File: config.mk
export PLATFORM = sky130hd
export DESIGN_NAME = hazard_scoreboard
export DESIGN_NICKNAME = d
export VERILOG_FILES = /design/src/rtl/hazard_pkg.sv /design/src/rtl/sb_entry.sv /design/src/rtl/hazard_scoreboard.sv
export SDC_FILE = /design/constraint.sdc
export NUM_CORES = 1
export LEC_CHECK = 0
export CAP_MARGIN = 20
export CORE_UTILIZATION = 64
export DETAILED_ROUTE_END_ITERATION = 10
export PLACE_DENSITY = 0.87
export SETUP_SLACK_MARGIN = 0.02
export SLEW_MARGIN = 20
export SYNTH_ARGS = -nofsm -noshare
export SYNTH_HDL_FRONTEND = slang
export SYNTH_HIERARCHICAL = 1
export SYNTH_SLANG_ARGS = --single-unit
File: constraint.sdc
create_clock -name Clk -period 8.7 [get_ports Clk]
set_clock_uncertainty 0.1 [all_clocks]
set_input_delay 1.74 -clock Clk [delete_from_list [all_inputs] [get_ports Clk]]
set_output_delay 1.74 -clock Clk [all_outputs]
set_load 0.1 [all_outputs]
File: src/rtl/hazard_pkg.sv
// Shared constants and types for the register-writeback hazard scoreboard.
// A countdown value is the number of cycles until a result can be forwarded.
package hazard_pkg;

    localparam int unsigned REG_AW       = 5;
    localparam int unsigned DEF_ALU_LAT  = 1;
    localparam int unsigned DEF_LOAD_LAT = 2;
    localparam int unsigned DEF_CW       = $clog2(DEF_LOAD_LAT + 1);

    typedef logic [DEF_CW-1:0] cnt_t;

    // EX consumers pick up data through forwarding one cycle after ID consumers.
    typedef enum logic {
        EX_CONSUMER = 1'b0,
        ID_CONSUMER = 1'b1
    } consumer_e;

    function automatic logic [DEF_CW-1:0] consumer_thr(input consumer_e cls);
        return (cls == ID_CONSUMER) ? DEF_CW'(0) : DEF_CW'(1);
    endfunction

endpackage

File: src/rtl/sb_entry.sv
// One scoreboard slot: a saturating down-counter that can be loaded or held.
// A load takes priority over the hold and the decrement on the same edge.
module sb_entry
    import hazard_pkg::*;
#(
    parameter int unsigned CW = DEF_CW
) (
    input  logic          Clk,
    input  logic          Rst_n,
    input  logic          hold,
    input  logic          load,
    input  logic [CW-1:0] load_val,
    output logic [CW-1:0] cnt
);

    logic [CW-1:0] cnt_q;
    logic [CW-1:0] cnt_d;

    always_comb begin
        cnt_d = cnt_q;
        if (load) begin
            cnt_d = load_val;
        end else if (!hold && (cnt_q != '0)) begin
            cnt_d = cnt_q - CW'(1);
        end
    end

    always_ff @(posedge Clk or negedge Rst_n) begin
        if (!Rst_n) begin
            cnt_q <= '0;
        end else begin
            cnt_q <= cnt_d;
        end
    end

    assign cnt = cnt_q;

endmodule

File: src/rtl/hazard_scoreboard.sv
// ID-stage hazard unit: per-register countdown scoreboard deciding load-use and
// branch-operand stalls, with an external freeze that overrides everything.
module hazard_scoreboard
    import hazard_pkg::*;
#(
    parameter int unsigned NUM_REGS = 32,
    parameter int unsigned REG_AW   = hazard_pkg::REG_AW,
    parameter int unsigned ALU_LAT  = DEF_ALU_LAT,
    parameter int unsigned LOAD_LAT = DEF_LOAD_LAT,
    parameter int unsigned CW       = $clog2(LOAD_LAT + 1),
    parameter int unsigned PERF_W   = 32
) (
    input  logic              Clk,
    input  logic              Rst_n,
    input  logic [REG_AW-1:0] IF_IDRs,
    input  logic [REG_AW-1:0] IF_IDRt,
    input  logic              UsesRs,
    input  logic              UsesRt,
    input  logic              IdBranch,
    input  logic              IdValid,
    input  logic              IdRegWrite,
    input  logic              IdMemRead,
    input  logic [REG_AW-1:0] IdDst,
    input  logic              Freeze,
    output logic              PCWrite,
    output logic              IF_IDWrite,
    output logic              Stall,
    output logic [PERF_W-1:0] StallCycles
);

    logic [CW-1:0]     cnt [NUM_REGS];
    logic [CW-1:0]     thr;
    logic [CW-1:0]     new_val;
    consumer_e         cls;
    logic              hz_rs;
    logic              hz_rt;
    logic              hazard;
    logic              issue;
    logic              wr_en;
    logic [PERF_W-1:0] stall_cycles_q;

    assign cls = IdBranch ? ID_CONSUMER : EX_CONSUMER;

    always_comb begin
        thr = CW'(1);
        if (cls == ID_CONSUMER) begin
            thr = '0;
        end
    end

    assign hz_rs  = UsesRs && (IF_IDRs != '0) && (cnt[IF_IDRs] > thr);
    assign hz_rt  = UsesRt && (IF_IDRt != '0) && (cnt[IF_IDRt] > thr);
    assign hazard = IdValid && (hz_rs || hz_rt);
    assign issue  = IdValid && !hazard && !Freeze;
    assign wr_en  = issue && IdRegWrite;

    assign new_val = IdMemRead ? CW'(LOAD_LAT) : CW'(ALU_LAT);

    // r0 is hardwired zero, so it never gets a slot.
    assign cnt[0] = '0;

    for (genvar i = 1; i < NUM_REGS; i++) begin : g_entry
        sb_entry #(
            .CW (CW)
        ) u_entry (
            .Clk      (Clk),
            .Rst_n    (Rst_n),
            .hold     (Freeze),
            .load     (wr_en && (IdDst == REG_AW'(i))),
            .load_val (new_val),
            .cnt      (cnt[i])
        );
    end

    always_comb begin
        PCWrite    = 1'b1;
        IF_IDWrite = 1'b1;
        Stall      = 1'b0;
        if (Freeze) begin
            PCWrite    = 1'b0;
            IF_IDWrite = 1'b0;
        end else if (hazard) begin
            PCWrite    = 1'b0;
            IF_IDWrite = 1'b0;
            Stall      = 1'b1;
        end
    end

    always_ff @(posedge Clk or negedge Rst_n) begin
        if (!Rst_n) begin
            stall_cycles_q <= '0;
        end else if (hazard && !Freeze) begin
            stall_cycles_q <= stall_cycles_q + PERF_W'(1);
        end
    end

    assign StallCycles = stall_cycles_q;

endmodule

==> results.cfg, run 1 <==
[timing]
fin_crit_ns = 7.981
slew_headroom_pct = 24.83
hold_viol_final = 0
fmax_ghz = 0.1253
drv_slew = 0
setup_tns_ns = 0
timing.hold.ws_ns = 0.3828
tightest_slew_ns = 1.117
rsz0062_at_grt = no
fin_crit_sh_pct = 91.74
layout_setup_ws_ns = 0.7188
setup_viol = 0

[global_route]
overflow = 0
grt_pass1_wl_mm = 31.13
antenna_found_initial = 0
grt_use_total_pct = 35.19
grt_start_max_net_pins = 96
grt_pass1_vias = 6268

[clock_tree]
htreeDepth = 3
cts_setup_buffers = 0
cts_made_buffers = 9
cts_buffer_depth = 2
cts_tree = done
cts.sinks = 94
cts_hold_buf = 0
clkSlewWorstSetupHoldPaths_ns = 0.09
root_buffer = clkbuf_8
clk_latency_ns = 0.40
cts_resized = 0

[finish]
syn2layout_area_growth_pct = 12.44
final_common_cell = dfrtp_1
final_cell_mix = dfrtp_1, nand2_1, inv_1
stdcell_count = 905
antennaDiodeCount = 0
final_net_count = 822
drive_gt1_share_pct = 12.22

[critical_path]
critPathMaxStageDelay_ns = 0.97
critPathMaxFanout = 32
crit_path_start_kind = input pin
worstSetupStartpoint = IF_IDRt[0]
cp.required_ns = 6.86
crit_slowest_cell = clkdlybuf4s50_1
critical_path_class = in2out
worstReg2RegStart = g_entry[11].u_entry/cnt[0]
critPathMostFrequentCell = mux4_2
worstPathCellList = clkdlybuf4s50_1 -> mux4_2 -> mux4_2 -> mux2i_1 -> ha_1 -> nor2_1 -> nor3_1 -> nor4_2 -> a22oi_4 -> nand2_2 -> a21oi_1 -> buf_12
setup.worst_path.end_class = output pin
worstPathArrival_ns = 6.14

[route]
routed_wl_mm = 18.68
dr_total_vias = 6280
firstDrtPassIters = 5
drt-vias-per-instance = 6.939
detail-route-antenna-nets = 0
wl_per_cell_um = 20.64
route.detailed.drc = 0
dr.first_iter.drc_count = 654

[placement]
dp_cells = 889
port_buffers = 58
gp_congestion = 0.9001
pre_cts_ws_ns = 0.7248
dp_hpwl_mm = 13.70

[power_and_ir_drop]
p_leak_nw = 3.311
p_seq_share_pct = 36.6
comb_power_share_pct = 50.7
finalPower_mw = 2.193
swShare_pct = 44.04
internal-power_mw = 1.227
ir_worst_vdd_mv = 0.2341
powerDensity_nw_per_um2 = 276.6
power.switching_mw = 0.9659
clockPowerShare_pct = 12.7

[run_status]
outcome = completed

[floorplan]
rows = 37
die_w_um = 107.0
core-area_um2 = 10510
ios = 59
fp.dieArea_um2 = 11440
start_util_pct = 67.09
fp.dieH_um = 107.0

[min_path]
holdCritStartpoint = StallCycles[31]
min_path_type = reg2reg

[flow_run]
cap_violations = 0

[yosys]
synthCells = 711
ys_types = 53
synthesis.nets = 769
synth-edff-count = 0
syn_avg_cell_area_um2 = 9.916
yosysSeqAreaShare_pct = 33.36
synth_largest_type_area_fraction_pct = 33.36
synth.largest_area_cell = dfrtp_1
ys.flop_type = dfrtp_1
syn_area_um2 = 7051
synth_area_leaders = dfrtp_1, mux4_2, or4_1, ha_1, nand2_1
synth_seq_cells = 94
async_reset_ff_share_pct = 100.0
yosysWarnings = 6
[area by class of cell]
| type | instances | area (um2) |
|---|---|---|
| Clock buffer | 12 | 145.1 |
| Clock inverter | 4 | 31.28 |
| Fill cell | 726 | 2581 |
| Inverter | 72 | 270.3 |
| Multi-Input combinational cell | 518 | 4253 |
| Sequential cell | 94 | 2352 |
| Tap cell | 136 | 170.2 |
| Timing Repair Buffer | 69 | 705.7 |
[power by group through the flow]
stage | combinational [mW] | clock [mW] | sequential, mW
3_3_place_gp | 0.998 | 0 | 0.784
3_5_place_dp | 1.10 | 0 | 0.800
2_1_floorplan | 0.809 | 0 | 0.787
5_1_grt | 1.22 | 0.300 | 0.820
6_report | 1.11 | 0.279 | 0.802
4_1_cts | 1.10 | 0.280 | 0.792
[state kept, by name, summed over array words and instances, names as in the netlist]
register             count
StallCycles             32
g_entry.u_entry/cnt     62
[cell usage after synthesis, types with 13 or more instances]
master / n
a211oi_1: 13
dfrtp_1: 94
ha_1: 34
inv_1: 72
mux4_2: 29
nand2_1: 88
nor2_1: 38
nor4_1: 13
o211ai_1: 31
o311ai_1: 32
or2b_1: 31
or4_1: 62
xor2_1: 26
[logic make-up (layout without fill, tap and decap cells)]
| family | Yosys count | count (layout) | share of synthesized area (%) |
|---|---|---|---|
| simple gates | 301 | 301 | 25.52 |
| compound gates | 107 | 107 | 13.26 |
| xor+xnor | 31 | 31 | 3.851 |
| buf+inv | 99 | 157 | 6.318 |
| mux | 45 | 45 | 11.66 |
| fa+ha+maj | 34 | 34 | 6.034 |
| flops | 94 | 94 | 33.36 |
[worst max-delay path: cells and delay by family]
kind / cells / cell delay, ns
AO/OA/AOI/OAI: 2 / 1.23
adder cells (fa/ha/maj): 1 / 0.16
buffers and inverters: 2 / 1.20
multiplexers: 3 / 1.23
AND/OR/NAND/NOR: 4 / 0.56
[routing by layer]
metal  GRT usage (%)  wire [um]  up-vias
li1                -          -     2789
met1           47.26       7410     3068
met2           56.36       8997      364
met3           5.957       1686       59
met4           15.26        582        0
met5               0          0        -
[final timing paths]
check / to / slack, ns / depth (start not counted)
setup / recovery: PCWrite / 0.72 / 12
hold / removal: StallCycles[31] / 0.38 / 1
setup reg to reg: g_entry[20].u_entry/cnt[1] / 3.75 / 13
hold reg to reg: StallCycles[31] / 0.38 / 1
max in group asynchronous: StallCycles[0] / 6.18 / 2
min in group asynchronous: g_entry[3].u_entry/cnt[1] / 1.20 / 1
[through the flow]
stage	area (um2)	utilization [%]
final	7928	75.44
after global routing	7928	75.44
after CTS	7928	75.44
after detailed placement	7751	73.76
after global placement	7724	73.50
after floorplan	7051	-
Power figures use the tool's default switching activity.
==> run 2, diff against run 1 <==
- CORE_UTILIZATION: 64 -> 33
- CTS_BUF_LIST: default -> sky130_fd_sc_hd__clkbuf_2 sky130_fd_sc_hd__clkbuf_4 sky130_fd_sc_hd__clkbuf_8
- PLACE_DENSITY: 0.87 -> default
- RECOVER_POWER: default -> 25
==> results.cfg, run 2 (same netlist as run 1, synthesis figures left out) <==
[global_route]
grt_use_total_pct = 17.66
grt_pass1_wl_mm = 30.15
overflow = 0
grt_pass1_vias = 5596
grt_start_max_net_pins = 96
antenna_found_initial = 0

[timing]
slew_headroom_pct = -30.54
setup_viol = 0
fin_crit_ns = 8.013
drv_slew = 34
rsz0062_at_grt = no
setup_tns_ns = 0
layout_setup_ws_ns = 0.6865
tightest_slew_ns = 1.958
fin_crit_sh_pct = 92.11
hold_viol_final = 0
fmax_ghz = 0.1248

[critical_path]
cp.depth = 12
cp.required_ns = 6.86
worstPathArrival_ns = 6.17
critPathMaxStageDelay_ns = 0.96
rrSetupSlack_ns = 3.92
worst-path-buf-inv = 2
critPathMaxFanout = 32
path_delay_family = compound AO/OA/AOI/OAI gates
r2r_cells = 13
crit_path_start_kind = input pin
critical_path_class = in2out
setup.worst_path.end_class = output pin
crit_slowest_cell = clkdlybuf4s50_1
worstPathCellList = clkdlybuf4s50_1 -> mux4_2 -> mux4_2 -> mux2i_1 -> ha_1 -> nor2_1 -> nor3_1 -> nor4_2 -> a22oi_4 -> nand2_2 -> a21oi_1 -> buf_12
worstReg2RegStart = g_entry[27].u_entry/cnt[0]
critPathMostFrequentCell = mux4_2
timing.rr.end = g_entry[16].u_entry/cnt[1]

[power_and_ir_drop]
internal-power_mw = 1.221
p_leak_nw = 3.318
comb_power_share_pct = 49.6
finalPower_mw = 2.173
clockPowerShare_pct = 14.0
power.switching_mw = 0.9516
swShare_pct = 43.79
ir_worst_vdd_mv = 0.09578
powerDensity_nw_per_um2 = 267.7
p_seq_share_pct = 36.3

[clock_tree]
cts_made_buffers = 9
clkSlewWorstSetupHoldPaths_ns = 0.10
cts_tree = done
clk_latency_ns = 0.40
htreeDepth = 3
cts_hold_buf = 0
cts_resized = 0
cts_setup_buffers = 0
root_buffer = clkbuf_8
cts.sinks = 94
cts_buffer_depth = 2

[finish]
final_common_cell = dfrtp_1
antennaDiodeCount = 0
final_cell_mix = dfrtp_1, nand2_1, inv_1
drive_gt1_share_pct = 12.45
syn2layout_area_growth_pct = 15.16
final_net_count = 824
largest_reg_flops = 62

[route]
detail-route-antenna-nets = 0
wl_per_cell_um = 17.58
dr.first_iter.drc_count = 409
route.detailed.drc = 0
drt-vias-per-instance = 5.598
routed_wl_mm = 18.39
firstDrtPassIters = 6
dr_total_vias = 5856

[run_status]
outcome = finished, violations left
violations = max-capacitance violations, max-slew violations

[min_path]
min_path_type = reg2reg
holdCritStartpoint = StallCycles[31]
min_to = StallCycles[31]
hold_depth = 1

[placement]
dp_hpwl_mm = 12.95
pre_cts_ws_ns = 0.6450
port_buffers = 58
gp_congestion = 0.8032

[floorplan]
start_util_pct = 33.65
ios = 59
core-area_um2 = 20960
fp.dieH_um = 148.2
rows = 53
die_w_um = 148.2
fp.dieArea_um2 = 21950

[flow_run]
cap_violations = 1
run 2: how the worst max path moves through the flow:
| stage | end | from |
|---|---|---|
| after detailed placement | PCWrite | IF_IDRt[0] |
| after CTS | PCWrite | IF_IDRt[0] |
| after global routing | IF_IDWrite | IF_IDRt[0] |
| after floorplan | PCWrite | IF_IDRt[0] |
| final | PCWrite | IF_IDRt[0] |
| after global placement | PCWrite | IF_IDRt[0] |
run 2: layout make-up:
cell class	instances	area [um2]
Sequential cell	94	2352
Fill cell	2118	12840
Clock buffer	9	123.9
Multi-Input combinational cell	518	4253
Clock inverter	7	70.07
Tap cell	275	344.1
Inverter	72	270.3
Timing Repair Buffer	71	705.7
run 2: power by group through the flow:
stage                     Sequential (mW)  Clock, mW  Combinational [mW]
after global placement              0.802          0                1.04
final                               0.790      0.305                1.08
after detailed placement            0.796          0                1.08
after floorplan                     0.787          0               0.809
after global routing                0.815      0.331                1.20
after CTS                           0.790      0.313                1.08
run 2: worst register-to-register path, cell delays in order, from the launching register on:
cell	delay, ns
dfrtp_1	0.47
mux4_2	0.48
mux4_2	0.47
mux2i_1	0.15
ha_1	0.16
nor2_1	0.06
nor3_1	0.23
nor4_2	0.09
a22oi_4	0.81
nand2_2	0.21
buf_4	0.34
nor4_1	0.76
or4_1	0.21
o311ai_1	0.09
run 2: per-stage QoR:
step                area, um2  hold WS [ns]  std cells  utilization [%]
floorplan                7051        0.4645        711                -
global placement         7913        0.3587       1029            37.76
detailed placement       7913        0.3638       1029            37.76
CTS                      8107        0.3782       1045            38.69
global route             8119        0.4120       1046            38.74
finish                   8119        0.3760       1046            38.74
run 2: per-layer routing:
layer,wire length (um),global-route usage (%),vias up,share of wire [%]
met1,8693,24.22,2863,47
met2,8371,27.65,154,46
met4,509,6.856,0,2.8
li1,-,-,2808,-
met5,0,0,-,0
met3,812,3.067,31,4.4
